==> config.mk <==
export PLATFORM = sky130hd
export DESIGN_NAME = ws_pixel_decoder
export DESIGN_NICKNAME = d
export VERILOG_FILES = /design/src/rtl/ws_pixel_decoder.sv
export SDC_FILE = /design/constraint.sdc
export NUM_CORES = 1
export LEC_CHECK = 0
export CAP_MARGIN = 25
export CORE_AREA = 2 2 95 97
export DETAILED_ROUTE_END_ITERATION = 10
export DIE_AREA = 0 0 97 99
export HOLD_SLACK_MARGIN = 0.08
export PLACE_DENSITY = 0.65
export SYNTH_ARGS = -nofsm -noshare
export SYNTH_HDL_FRONTEND = slang
export SYNTH_SLANG_ARGS = --single-unit
==> constraint.sdc <==
create_clock -name clk -period 5.1 [get_ports clk]
set_clock_uncertainty 0.05 [all_clocks]
set_input_delay 0.51 -clock clk [delete_from_list [all_inputs] [get_ports clk]]
set_output_delay 0.51 -clock clk [all_outputs]
set_load 0.01 [all_outputs]
==> src/rtl/ws_pixel_decoder.sv <==
// WS281x-style single-wire LED data decoder: measures high/low run lengths on din,
// decodes bits by high time, assembles pixel words and flags treset and timing errors.
module ws_pixel_decoder #(
  parameter int WIDTH          = 12,
  parameter int BITS_PER_PIXEL = 24,
  parameter int TH_MIN         = 10,
  parameter int T1H_MIN        = 30,
  parameter int TH_MAX         = 50,
  parameter int TRESET_CYC     = 2000,
  parameter int CNT_W          = 16
) (
  input  logic                      clk,
  input  logic                      rst,
  input  logic                      din,
  output logic [BITS_PER_PIXEL-1:0] pixel_data,
  output logic                      pixel_valid,
  output logic                      frame_start,
  output logic                      bit_error,
  output logic [CNT_W-1:0]          pixel_count
);

  localparam int IDX_W = $clog2(BITS_PER_PIXEL);
  localparam int WP1   = WIDTH + 1;
  localparam logic [IDX_W-1:0] IDX_LAST   = IDX_W'(BITS_PER_PIXEL - 1);
  localparam logic [WIDTH:0]   H_MIN      = WP1'(TH_MIN);
  localparam logic [WIDTH:0]   H_ONE      = WP1'(T1H_MIN);
  localparam logic [WIDTH:0]   H_MAX      = WP1'(TH_MAX);
  // The run counter lags the synchronised line by one cycle, so the
  // TRESET_CYC-th low sample is seen when the counter holds TRESET_CYC-2.
  localparam logic [WIDTH-1:0] TRESET_RUN = WIDTH'(TRESET_CYC - 2);

  typedef enum logic [0:0] {WAIT_RESET = 1'b0, ACTIVE = 1'b1} state_t;

  logic                      sync1_r, sync2_r, sync3_r;
  logic                      rise_s, fall_s, edge_s, treset_s;
  logic [WIDTH-1:0]          run_cnt_r;
  logic [WIDTH:0]            high_s;
  logic                      s1_valid_r, s1_bit_r, s1_err_r, s1_treset_r;
  state_t                    state_r, state_s;
  logic [BITS_PER_PIXEL-1:0] shift_r, shift_s, word_s, pixel_data_r, data_s;
  logic [IDX_W-1:0]          idx_r, idx_s;
  logic [CNT_W-1:0]          pixel_count_r, count_s;
  logic                      pixel_valid_r, frame_start_r, bit_error_r;
  logic                      pv_s, fs_s, be_s;

  assign rise_s   = sync2_r & ~sync3_r;
  assign fall_s   = sync3_r & ~sync2_r;
  assign edge_s   = rise_s | fall_s;
  assign high_s   = {1'b0, run_cnt_r} + {{WIDTH{1'b0}}, 1'b1};
  assign treset_s = ~sync2_r & ~sync3_r & (run_cnt_r == TRESET_RUN);

  // Two-flop synchroniser followed by the edge-detect register.
  always_ff @(posedge clk) begin
    if (rst) begin
      sync1_r <= 1'b0;
      sync2_r <= 1'b0;
      sync3_r <= 1'b0;
    end else begin
      sync1_r <= din;
      sync2_r <= sync1_r;
      sync3_r <= sync2_r;
    end
  end

  // Saturating run-length counter, restarted on every line edge.
  always_ff @(posedge clk) begin
    if (rst) begin
      run_cnt_r <= {WIDTH{1'b0}};
    end else if (edge_s) begin
      run_cnt_r <= {WIDTH{1'b0}};
    end else if (run_cnt_r != {WIDTH{1'b1}}) begin
      run_cnt_r <= run_cnt_r + {{(WIDTH-1){1'b0}}, 1'b1};
    end else begin
      run_cnt_r <= run_cnt_r;
    end
  end

  // Stage 1: classify the finished high pulse and register treset detection.
  always_ff @(posedge clk) begin
    if (rst) begin
      s1_valid_r  <= 1'b0;
      s1_bit_r    <= 1'b0;
      s1_err_r    <= 1'b0;
      s1_treset_r <= 1'b0;
    end else begin
      s1_valid_r  <= fall_s;
      s1_bit_r    <= (high_s >= H_ONE);
      s1_err_r    <= (high_s < H_MIN) || (high_s > H_MAX);
      s1_treset_r <= treset_s;
    end
  end

  // Stage 2 next-state: frame tracking, word assembly and strobes.
  always_comb begin
    state_s = state_r;
    shift_s = shift_r;
    idx_s   = idx_r;
    data_s  = pixel_data_r;
    count_s = pixel_count_r;
    word_s  = {shift_r[BITS_PER_PIXEL-2:0], s1_bit_r};
    pv_s    = 1'b0;
    fs_s    = s1_treset_r;
    be_s    = s1_valid_r & s1_err_r;
    if (s1_treset_r) begin
      state_s = ACTIVE;
      shift_s = {BITS_PER_PIXEL{1'b0}};
      idx_s   = {IDX_W{1'b0}};
      count_s = {CNT_W{1'b0}};
    end else if (s1_valid_r) begin
      case (state_r)
        ACTIVE: begin
          if (s1_err_r) begin
            state_s = WAIT_RESET;
            shift_s = {BITS_PER_PIXEL{1'b0}};
            idx_s   = {IDX_W{1'b0}};
          end else if (idx_r == IDX_LAST) begin
            data_s  = word_s;
            pv_s    = 1'b1;
            shift_s = {BITS_PER_PIXEL{1'b0}};
            idx_s   = {IDX_W{1'b0}};
            if (pixel_count_r != {CNT_W{1'b1}}) begin
              count_s = pixel_count_r + {{(CNT_W-1){1'b0}}, 1'b1};
            end else begin
              count_s = pixel_count_r;
            end
          end else begin
            shift_s = word_s;
            idx_s   = idx_r + {{(IDX_W-1){1'b0}}, 1'b1};
          end
        end
        WAIT_RESET: begin
          state_s = WAIT_RESET;
        end
        default: begin
          state_s = WAIT_RESET;
          shift_s = {BITS_PER_PIXEL{1'b0}};
          idx_s   = {IDX_W{1'b0}};
        end
      endcase
    end else begin
      state_s = state_r;
    end
  end

  // Stage 2 registers; all outputs come straight from here.
  always_ff @(posedge clk) begin
    if (rst) begin
      state_r       <= WAIT_RESET;
      shift_r       <= {BITS_PER_PIXEL{1'b0}};
      idx_r         <= {IDX_W{1'b0}};
      pixel_data_r  <= {BITS_PER_PIXEL{1'b0}};
      pixel_count_r <= {CNT_W{1'b0}};
      pixel_valid_r <= 1'b0;
      frame_start_r <= 1'b0;
      bit_error_r   <= 1'b0;
    end else begin
      state_r       <= state_s;
      shift_r       <= shift_s;
      idx_r         <= idx_s;
      pixel_data_r  <= data_s;
      pixel_count_r <= count_s;
      pixel_valid_r <= pv_s;
      frame_start_r <= fs_s;
      bit_error_r   <= be_s;
    end
  end

  assign pixel_data  = pixel_data_r;
  assign pixel_valid = pixel_valid_r;
  assign frame_start = frame_start_r;
  assign bit_error   = bit_error_r;
  assign pixel_count = pixel_count_r;

endmodule
# Word level (Yosys, flattened, before mapping)
# Index checks and enable logic that the tools add are counted.
op_classes:
  addsub: 4
  n_mux: 9
  bitwise: 12
  n_reduce_logical: 8
  n_eq_ne: 4
  n_lt_le_gt_ge: 3
op_table:
  columns: ["cell", "count"]
  rows:
  - ["23-bit two-way mux", 2]
  - ["16-bit by 1-bit adder with 16-bit output (second input constant)", 1]
  - ["16-bit inequality test (second input constant)", 1]
  - ["12-bit by 1-bit adder with 13-bit output (second input constant)", 1]
  - ["13-bit by 5-bit >= comparator with 1-bit output (second input constant)", 1]
  - ["13-bit by 6-bit greater-than comparator with 1-bit output (second input constant)", 1]
  - ["13-bit by 4-bit less-than comparator with 1-bit output (second input constant)", 1]
  - ["12-bit by 1-bit adder with 12-bit output (second input constant)", 1]
  - ["12-bit by 11-bit equality test with 1-bit output (second input constant)", 1]
  - ["12-bit inequality test (second input constant)", 1]
  - ["5-bit two-way mux", 2]
  - ["5-bit AND reduction", 2]
  - ["1-bit inverter", 6]
  - ["5-bit by 1-bit adder with 5-bit output (second input constant)", 1]
  - ["1-bit AND", 5]
  - ["5-bit equality test (second input constant)", 1]
  - ["5-bit OR reduction", 1]
  - ["1-bit two-way mux", 4]
  - ["2-bit OR reduction", 2]
  - ["1-bit case mux with 2 select lines", 1]
  - ["2-bit AND reduction", 1]
  - ["2-bit nonzero test", 1]
  - ["1-bit logical OR", 1]
  - ["1-bit bitwise OR", 1]
totals:
  wordCells: 56
  regBits: 91
  output_inout_bits: 43
  in_bits: 3

# Logic depth before layout (Yosys ltp)
# Gate-level depths: netlist of run 1.
logic_depth:
  ltp_word: 4
  mapped_depth: 7
  depth_no_buf: 6

# Least setup slack after synthesis of run 1
# No wires, ideal clock.
synth_timing:
  path_type: "register to register"
  start: "reg idx_r[0]"
  end: "reg pixel_count_r[15] (netlist: pixel_count[15])"
  arrival_ns: 1.755
  stages_incl_launch_ff: 7
  path_buffers: 0
  synth_period_minus_slack_ns: 1.933
  slack_ns: 3.167
  required_ns: 4.922
  setup_ns: 0.128
  cell_sequence: "dfxtp_1 -> ha_1 -> nand4b_2 -> or4_4 -> nor4_4 -> xnor2_1 -> nor2_1"
synth_via:
  elab_chain_len: 2
synth_lines:
  columns: ["element", "line", "source"]
  rows:
  - ["start, declared", "41", "logic [IDX_W-1:0] idx_r, idx_s;"]
  - ["start signal, assigned", "150", "idx_r <= {IDX_W{1'b0}};"]
  - ["start signal, assigned", "159", "idx_r <= idx_s;"]
  - ["5-bit equality test", "116", "end else if (idx_r == IDX_LAST) begin"]
  - ["5-bit AND reduction (no source line)", null, null]
  - ["end signal, assigned", "152", "pixel_count_r <= {CNT_W{1'b0}};"]
  - ["end signal, assigned", "161", "pixel_count_r <= count_s;"]
  - ["end, declared", "42", "logic [CNT_W-1:0] pixel_count_r, count_s;"]
# Every way passes these cells.
# A chain may end at the register's enable or synchronous reset.

# Worst setup path in the final report of run 1
# Same ends and word-level chain as after synthesis.

==> results of run 1 <==
==> path summary, 6_finish.rpt <==
kind                                             from                            to  slack [ns]
worst min-delay path               sync1_r$_SDFF_PP0_            sync2_r$_SDFF_PP0_        0.39
worst max register to register  idx_r[0]$_SDFFE_PP0P_  pixel_count[15]$_SDFFE_PP0P_        2.93
worst min register to register     sync1_r$_SDFF_PP0_            sync2_r$_SDFF_PP0_        0.39
worst max-delay path            idx_r[0]$_SDFFE_PP0P_  pixel_count[15]$_SDFFE_PP0P_        2.93
==> report_power, final <==
part	switching [mW]	internal [mW]
registers	0.00556	0.713
logic	0.0199	0.0110
clock network	0.246	0.250
==> cells by family after synthesis <==
family | count (synthesis) | share of synthesized area (%)
adders and majority gates | 7 | 2.347
xor gates and xnor gates | 22 | 5.164
and+or+nand+nor | 193 | 25.18
DFF | 91 | 48.83
AOI/OAI and AO/OA | 84 | 14.12
muxes | 2 | 0.5701
buffers and inverters | 33 | 3.789
==> through the flow <==
step                hold WS [ns]  utilization (%)  worst slack [ns]  cell area [sq um]
floorplan                 0.3638                -             3.167               3731
global placement          0.3808            49.50             2.711               4233
detailed placement        0.3799            49.50             2.662               4233
CTS                       0.3988            51.86             2.922               4434
global route              0.4049            51.86             2.787               4434
finish                    0.3939            51.86             2.932               4434
==> placed cells by master (no fill, tap or decap), drive strengths merged, types with 8 or more instances in the layout <==
| cell | n |
|---|---|
| clkbuf | 11 |
| clkdlybuf4s50 | 45 |
| nor2 | 58 |
| xor2 | 8 |
| a21oi | 40 |
| dfxtp | 91 |
| nand3 | 15 |
| nand2 | 63 |
| xnor2 | 14 |
| a22oi | 24 |
| nor3 | 13 |
| inv | 8 |
==> flip-flops by register name (all words and copies together), names as in the netlist, 5 cells and up <==
name         cells
run_cnt_r       12
pixel_count     16
shift_r         23
pixel_data      24
idx_r            5
==> per-layer routing <==
metal | track usage, % | part of all wire (%) | vias to the layer above
met5 | 0 | 0 | -
met4 | 5.959 | 1.6 | 0
met3 | 5.106 | 3.8 | 11
met2 | 25.37 | 45 | 50
met1 | 19.81 | 50 | 1409
li1 | - | - | 1555
==> final cells by class <==
type	instances	area share, %
Inverter	8	0.6772
Sequential cell	91	41.08
Timing Repair Buffer	48	10.67
Multi-Input combinational cell	308	39.98
Clock buffer	11	3.414
Tap cell	108	3.047
Clock inverter	4	1.129
==> critical path, cell delays in order (launching register included) <==
cell and delay (ns):
sky130_fd_sc_hd__dfxtp_1 0.39, sky130_fd_sc_hd__ha_1 0.29, sky130_fd_sc_hd__nand4b_2 0.20, sky130_fd_sc_hd__or4_4 0.64, sky130_fd_sc_hd__nor4_4 0.26, sky130_fd_sc_hd__xnor2_1 0.15
sky130_fd_sc_hd__nor2_1 0.05
==> results.sh, run 1 <==
export IMPL_ant_nets=0
export IMPL_synth_largest_type_area_fraction_pct=48.83
export IMPL_placed_cells_incl_taps=563
export IMPL_pin_count=46
export IMPL_grt_max_degree=45
export IMPL_first_pass_grt_wire_length_mm=12.63
export IMPL_maxCapViolCount=0
export IMPL_required_time_at_the_endpoint_of_the_critical_path_ns=5.27
export IMPL_ys_seq_area_share_pct=48.83
export IMPL_ys_warnings_count=0
export IMPL_clk_transition_reported_paths_ns=0.09
export IMPL_via_per_inst=5.234
export IMPL_synth_seq_cells=91
export IMPL_cp_max_fo=6
export IMPL_insertion_delay_ns=0.36
export IMPL_layout_drive_gt1_share_pct=7.234
export IMPL_syn2layout_area_growth_pct=18.85
export IMPL_yosys_top_cells_area="sky130_fd_sc_hd__dfxtp_1, sky130_fd_sc_hd__nand2_1, sky130_fd_sc_hd__nor2_1"
export IMPL_mappedNetlistArea_sq_um=3731
export IMPL_post_cts_setup_buffer_count=0
export IMPL_drt_pass1_iter_count=5
export IMPL_clk_path_buf_depth=2
export IMPL_stdcell_count=578
export IMPL_timing_final_max_slew_violations=0
export IMPL_timing_final_setup_violations=0
export IMPL_timing_worst_setup_path_type="reg2reg"
export IMPL_die_area_sq_um=9603
export IMPL_timing_hold_worst_class="reg2reg"
export IMPL_cts_repair_resized=0
export IMPL_chipWidth_um=97
export IMPL_numPortBuffers=45
export IMPL_post_synth_top_count_cell="sky130_fd_sc_hd__dfxtp_1"
export IMPL_groute_usage_overall_pct=15.77
export IMPL_setup_total_negative_slack_ns=0
export IMPL_max_clock_freq_mhz=461.3
export IMPL_syn_mean_instance_area_sq_um=8.637
export IMPL_core_sq_um=8551
export IMPL_ctsHoldBuffers=0
export IMPL_unrepaired_setup_endpoints_after_global_routing="false"
export IMPL_async_reset_ff_share_pct=0
export IMPL_clock_root_buffer="sky130_fd_sc_hd__clkbuf_8"
export IMPL_synthDominantAreaCellType="sky130_fd_sc_hd__dfxtp_1"
export IMPL_cellPowerDensity_nw_per_um2=280.8
export IMPL_timing_hold_violations_final=0
export IMPL_postSynth_topFlopCell="sky130_fd_sc_hd__dfxtp_1"
export IMPL_worst_slew_pin_transition_ns=0.8824
export IMPL_status="finished, final reports clean"
export IMPL_row_count=34
export IMPL_whs_path_depth=1
export IMPL_number_of_nets_at_the_end_of_the_flow=476
export IMPL_via_count=3025
export IMPL_detailedPlacementHpwl_mm=4.854
export IMPL_antenna_found_initial=0
export IMPL_report_power_total_mw=1.245
export IMPL_routed_wire_length_per_instance_um=12.73
export IMPL_ys_top_cells_by_count="sky130_fd_sc_hd__dfxtp_1, sky130_fd_sc_hd__nand2_1, sky130_fd_sc_hd__nor2_1"
export IMPL_tritoncts_num_buffers=9
export IMPL_r2r_worst_path_cells=6
export IMPL_drt_wl_total_mm=7.357
export IMPL_multi_input_area_sq_um=1773
export IMPL_global_route_overflow_total=0
export IMPL_diodes=0
export IMPL_leakage_nw=1.521
export IMPL_slew_headroom_pct=41.03
export IMPL_cts_sink_count=91
export IMPL_final_cycle_utilization_of_the_critical_path_pct=42.50
export IMPL_cp_start_kind="flop"
export IMPL_seq_area_sq_um=1822
export IMPL_initialDrtViolationCount=86
export IMPL_vdd_ir_drop_max_v=0.0001752
export IMPL_setup_worst_path_end_class="flop"
export IMPL_netlist_instances=432
export IMPL_die_height_um=99
export IMPL_fillers=857
export IMPL_initial_core_util_pct=43.63
export IMPL_htree_num_levels=3
export IMPL_fin_crit_ns=2.168
export IMPL_drc_errors=0
export IMPL_critical_path_arrival_ns=2.33
export IMPL_synth_cell_types=45
export IMPL_synth_edff_count=0
export IMPL_clock_tree_from_tritoncts="built"
export IMPL_gp_congestion=0.7726
export IMPL_first_global_vias=2782
export IMPL_synth_fp_nets=442
Power figures use the tool's default switching activity.
==> run 2, diff against run 1 <==
Settings changed: PLACE_DENSITY 0.65 to 0.68.
Clock period 5.1 ns to 1.8 ns, I/O delays scaled along.
==> results.sh, run 2 (synthesis results as in run 1) <==
export IMPL_status="finished, final reports clean"
export IMPL_timing_final_ws_setup_ns=0.01763
export IMPL_routed_wire_length_per_instance_um=12.97
export IMPL_worst_path_largest_cell_delay_ns=0.59
export IMPL_cp_start_kind="flop"
export IMPL_final_cycle_utilization_of_the_critical_path_pct=99.02
export IMPL_internal_power_mw=2.671
export IMPL_insertion_delay_ns=0.35
export IMPL_htree_num_levels=3
export IMPL_global_route_overflow_total=0
export IMPL_timing_final_max_slew_violations=0
export IMPL_detailedPlace_worstSlack_ns=-0.04646
export IMPL_finished_core_util_pct=57.71
export IMPL_cellPowerDensity_nw_per_um2=707.3
export IMPL_worst_slew_pin_transition_ns=0.3854
export IMPL_timing_hold_violations_final=0
export IMPL_via_per_inst=5.188
export IMPL_setup_worst_path_end_class="flop"
export IMPL_first_global_vias=3063
export IMPL_final_common_cell="sky130_fd_sc_hd__dfxtp_1"
export IMPL_hold_path_startpoint="din"
export IMPL_clock_root_buffer="sky130_fd_sc_hd__clkbuf_8"
export IMPL_timing_final_setup_violations=0
export IMPL_stdcell_count=627
export IMPL_top_layer="met4"
export IMPL_clockPowerShare_pct=38.1
export IMPL_met3WireLength_um=296
export IMPL_drt_pass1_iter_count=4
export IMPL_met1_length_mm=3.740
export IMPL_critPathLaunch="idx_r[0]$_SDFFE_PP0P_"
export IMPL_r2r_start="idx_r[0]$_SDFFE_PP0P_"
export IMPL_ctsHoldBuffers=0
export IMPL_cts_sink_count=91
export IMPL_die_area_sq_um=9603
export IMPL_drt_wl_total_mm=8.133
export IMPL_layout_drive_gt1_share_pct=20.04
export IMPL_numPortBuffers=45
export IMPL_power_sequential_fraction_pct=58.1
export IMPL_cp_max_fo=6
export IMPL_initialDrtViolationCount=149
export IMPL_via_count=3253
export IMPL_core_sq_um=8551
export IMPL_largest_register_ffs=24
export IMPL_chipWidth_um=97
export IMPL_power_net_switching_uw=819.1
export IMPL_number_of_nets_at_the_end_of_the_flow=524
export IMPL_required_time_at_the_endpoint_of_the_critical_path_ns=1.99
export IMPL_diodes=0
export IMPL_met2RoutedLength_mm=4.017
export IMPL_pin_count=46
export IMPL_report_power_total_mw=3.490
export IMPL_initial_core_util_pct=43.63
export IMPL_max_clock_freq_mhz=561.1
export IMPL_unrepaired_setup_endpoints_after_global_routing="true"
export IMPL_whs_ns=0.3336
export IMPL_die_height_um=99
export IMPL_maxCapViolCount=0
export IMPL_row_count=34
export IMPL_groute_usage_overall_pct=16.80
export IMPL_crit_chain="ha_4, nand4b_4, or4_4, nor3_2, xnor2_1, nor2_1"
export IMPL_critical_path_arrival_ns=1.97
export IMPL_placed_cells_incl_taps=608
export IMPL_clock_tree_from_tritoncts="built"
export IMPL_vdd_ir_drop_max_v=0.0004628
export IMPL_tritoncts_num_buffers=9
export IMPL_detailedPlacementHpwl_mm=5.681
export IMPL_drc_errors=0
export IMPL_power_share_combinational_pct=3.7
export IMPL_antenna_found_initial=0
export IMPL_fin_crit_ns=1.782
export IMPL_clk_transition_reported_paths_ns=0.09
export IMPL_ant_nets=0
export IMPL_slew_headroom_pct=74.31
export IMPL_top_library_cells_by_usage_in_the_layout_fill_and_taps_aside="sky130_fd_sc_hd__dfxtp_1, sky130_fd_sc_hd__nand2_1, sky130_fd_sc_hd__nor2_1, sky130_fd_sc_hd__buf_4, sky130_fd_sc_hd__clkdlybuf4s50_1"
export IMPL_timing_hold_worst_class="in2reg"
export IMPL_first_pass_grt_wire_length_mm=13.46
export IMPL_clk_path_buf_depth=2
export IMPL_syn2layout_area_growth_pct=32.26
export IMPL_switching_share_pct=23.47
export IMPL_gp_congestion=0.8513
export IMPL_leakage_nw=1.820
export IMPL_grt_max_degree=29
export IMPL_timing_worst_setup_path_type="reg2reg"
export IMPL_crit_path_top_delay_cell="sky130_fd_sc_hd__or4_4"
run 2: power by group through the flow:
stage / clock (mW) / sequential [mW] / combinational [mW]
3_3_place_gp: 0 / 2.07 / 0.123
3_5_place_dp: 0 / 2.08 / 0.126
5_1_grt: 1.45 / 2.03 / 0.146
6_report: 1.33 / 2.03 / 0.130
2_1_floorplan: 0 / 2.08 / 0.0785
4_1_cts: 1.37 / 2.03 / 0.126
run 2: per-layer routing:
layer	global-route usage, %	up-vias
li1	-	1655
met1	21.47	1535
met2	28.10	57
met3	3.050	6
met4	7.042	0
met5	0	-
run 2: worst paths after layout:
check / slack (ns) / endpoint / cells after the start
worst max register to register: 0.02 / pixel_count[13]$_SDFFE_PP0P_ / 6
worst max-delay path: 0.02 / pixel_count[13]$_SDFFE_PP0P_ / 6
worst min register to register: 0.39 / sync2_r$_SDFF_PP0_ / 1
worst min-delay path: 0.33 / sync1_r$_SDFF_PP0_ / 2
run 2: layout make-up:
class	count	area (sq um)
timing repair buffer	96	862.1
inverter	8	30.03
clock buffer	11	151.4
multi-input combinational	308	1884
fill	760	3616
sequential	91	1829
tap	108	135.1
clock inverter	5	42.54
run 2: per-stage QoR:
stage | instance area [sq um] | TNS [ns]
after global routing | 4935 | -0.3385
after global placement | 4608 | -0.002038
after CTS | 4812 | 0
final | 4935 | 0
after detailed placement | 4608 | -0.08962
after floorplan | 3746 | 0
run 2: critical path, delay by kind of cell (launching register included):
family                   cells  cell delay (ns)
flip-flops                   1             0.36
adder cells (fa/ha/maj)      1             0.18
XOR/XNOR                     1             0.13
AND/OR/NAND/NOR              4             0.95
run 2: timing repair:
| item | 4_1_cts | 5_1_grt |
|---|---|---|
| pin swaps | 0 | 13 |
| endpoints found under the setup margin | 3 | 23 |
| setup buffers | 0 | 4 |
| resized for setup | 2 | 24 |
==> run 3, diff against run 2 <==
Settings changed: TNS_END_PERCENT set to 1.
==> results.sh, run 3 (synthesis results as in run 1) <==
export IMPL_hold_path_startpoint="din"
export IMPL_layout_drive_gt1_share_pct=17.99
export IMPL_tritoncts_num_buffers=9
export IMPL_die_height_um=99
export IMPL_worst_path_largest_cell_delay_ns=0.59
export IMPL_chipWidth_um=97
export IMPL_grt_max_degree=29
export IMPL_final_common_cell="sky130_fd_sc_hd__dfxtp_1"
export IMPL_initialDrtViolationCount=137
export IMPL_fillers=773
export IMPL_worstHoldEndpoint="sync1_r$_SDFF_PP0_"
export IMPL_cp_max_fo=6
export IMPL_stdcell_count=625
export IMPL_timing_final_setup_violations=0
export IMPL_slew_headroom_pct=70.50
export IMPL_row_count=34
export IMPL_leakage_nw=1.775
export IMPL_cts_sink_count=91
export IMPL_r2r_start="idx_r[1]$_SDFFE_PP0P_"
export IMPL_crit_chain="ha_4, nand4b_4, or4_4, nor3_2, xnor2_1, nor2_1"
export IMPL_unrepaired_setup_endpoints_after_global_routing="true"
export IMPL_clk_path_buf_depth=2
export IMPL_max_clock_freq_mhz=564.3
export IMPL_post_route_cell_area_sq_um=4871
export IMPL_antenna_found_initial=0
export IMPL_cp_start_kind="flop"
export IMPL_number_of_nets_at_the_end_of_the_flow=522
export IMPL_ant_nets=0
export IMPL_fin_crit_ns=1.772
export IMPL_global_route_overflow_total=0
export IMPL_r2r_setup_slack_ns=0.03
export IMPL_finished_core_util_pct=56.97
export IMPL_insertion_delay_ns=0.36
export IMPL_diodes=0
export IMPL_first_global_vias=3263
export IMPL_timing_final_max_slew_violations=0
export IMPL_regToRegEndpoint="pixel_count[13]$_SDFFE_PP0P_"
export IMPL_clk_transition_reported_paths_ns=0.08
export IMPL_drc_errors=0
export IMPL_maxCapViolCount=0
export IMPL_routed_wire_length_per_instance_um=13.11
export IMPL_groute_usage_overall_pct=17.56
export IMPL_multi_input_area_sq_um=1841
export IMPL_required_time_at_the_endpoint_of_the_critical_path_ns=1.99
export IMPL_gp_congestion=0.7984
export IMPL_via_per_inst=5.152
export IMPL_syn2layout_area_growth_pct=30.55
export IMPL_vdd_ir_drop_max_v=0.0003430
export IMPL_drt_pass1_iter_count=4
export IMPL_first_pass_grt_wire_length_mm=14.17
export IMPL_clock_root_buffer="sky130_fd_sc_hd__clkbuf_8"
export IMPL_drt_wl_total_mm=8.192
export IMPL_detailedPlacementHpwl_mm=5.660
export IMPL_status="finished, final reports clean"
export IMPL_cellPowerDensity_nw_per_um2=729.6
export IMPL_worst_slew_pin_transition_ns=0.4378
export IMPL_ctsHoldBuffers=0
export IMPL_placed_cells_incl_taps=608
export IMPL_htree_num_levels=3
export IMPL_final_cycle_utilization_of_the_critical_path_pct=98.45
export IMPL_largest_register_ffs=24
export IMPL_whs_path_depth=2
export IMPL_top_library_cells_by_usage_in_the_layout_fill_and_taps_aside="sky130_fd_sc_hd__dfxtp_1, sky130_fd_sc_hd__nand2_1, sky130_fd_sc_hd__nor2_1, sky130_fd_sc_hd__buf_4, sky130_fd_sc_hd__clkdlybuf4s50_1"
export IMPL_critical_path_arrival_ns=1.96
export IMPL_seq_area_sq_um=1829
export IMPL_clock_tree_from_tritoncts="built"
export IMPL_pin_count=46
export IMPL_r2r_worst_path_cells=6
export IMPL_initial_core_util_pct=43.63
export IMPL_setup_worst_path_end_class="flop"
export IMPL_timing_worst_setup_path_type="reg2reg"
export IMPL_numPortBuffers=45
export IMPL_via_count=3220
export IMPL_placedInstanceArea_sq_um=4586
export IMPL_die_area_sq_um=9603
export IMPL_core_sq_um=8551
export IMPL_timing_hold_worst_class="in2reg"
export IMPL_crit_path_top_delay_cell="sky130_fd_sc_hd__or4_4"
export IMPL_timing_hold_violations_final=0
-- run 3: metal layers --
| layer | global-route usage, % | up-vias | routed length (um) |
|---|---|---|---|
| li1 | - | 1646 | - |
| met1 | 21.18 | 1506 | 3657 |
| met2 | 30.50 | 54 | 4120 |
| met3 | 2.979 | 14 | 303 |
| met4 | 8.451 | 0 | 111 |
| met5 | 0 | - | 0 |
-- run 3: area by class of cell --
type | instances | area share (%)
multi-input cells | 308 | 37.79
flip-flops and latches | 91 | 37.55
repair buffers | 94 | 17.13
well taps | 108 | 2.774
clock buffers | 10 | 2.620
clock inverters | 6 | 1.516
inverters | 8 | 0.6165
-- run 3: worst max-delay path, delay by kind of cell (launching register included) --
family | cells | cell delay, ns
simple gates | 4 | 0.94
xor+xnor | 1 | 0.14
fa+ha+maj | 1 | 0.17
flops | 1 | 0.36
-- run 3: metrics by stage --
step / hold slack [ns] / setup TNS, ns / power, mW / setup WS (ns)
3_3_place_gp: 0.3785 / 0 / 2.195 / 0.03367
5_1_grt: 0.3342 / -0.3451 / 3.709 / -0.06780
3_5_place_dp: 0.3810 / -0.02194 / 2.200 / -0.01187
6_report: 0.3246 / 0 / 3.554 / 0.02785
2_1_floorplan: 0.2582 / -0.8034 / 2.155 / -0.04232
4_1_cts: 0.3116 / 0 / 3.589 / 0.002420
-- run 3: power by group --
group | switching, mW | internal [mW]
sequential | 0.00939 | 2.02
clock | 0.730 | 0.656
combinational | 0.0774 | 0.0582
-- run 3: repair_timing --
action	4_1_cts	5_1_grt
endpoints found under the setup margin	7	19
resized for setup	2	16
pin swaps	0	12
buffers inserted	0	1
-- run 3: how the worst max path moves through the flow --
stage	startpoint	endpoint	depth (start not counted)
after global placement	idx_r[0]$_SDFFE_PP0P_	pixel_count[6]$_SDFFE_PP0P_	5
after global routing	idx_r[0]$_SDFFE_PP0P_	pixel_count[15]$_SDFFE_PP0P_	6
final	idx_r[1]$_SDFFE_PP0P_	pixel_count[13]$_SDFFE_PP0P_	6
after CTS	run_cnt_r[0]$_SDFFE_PP0P_	s1_bit_r$_SDFF_PP0_	5
after detailed placement	idx_r[0]$_SDFFE_PP0P_	pixel_count[15]$_SDFFE_PP0P_	6
after floorplan	idx_r[0]$_SDFFE_PP0P_	pixel_data[0]$_SDFFE_PP0P_	7
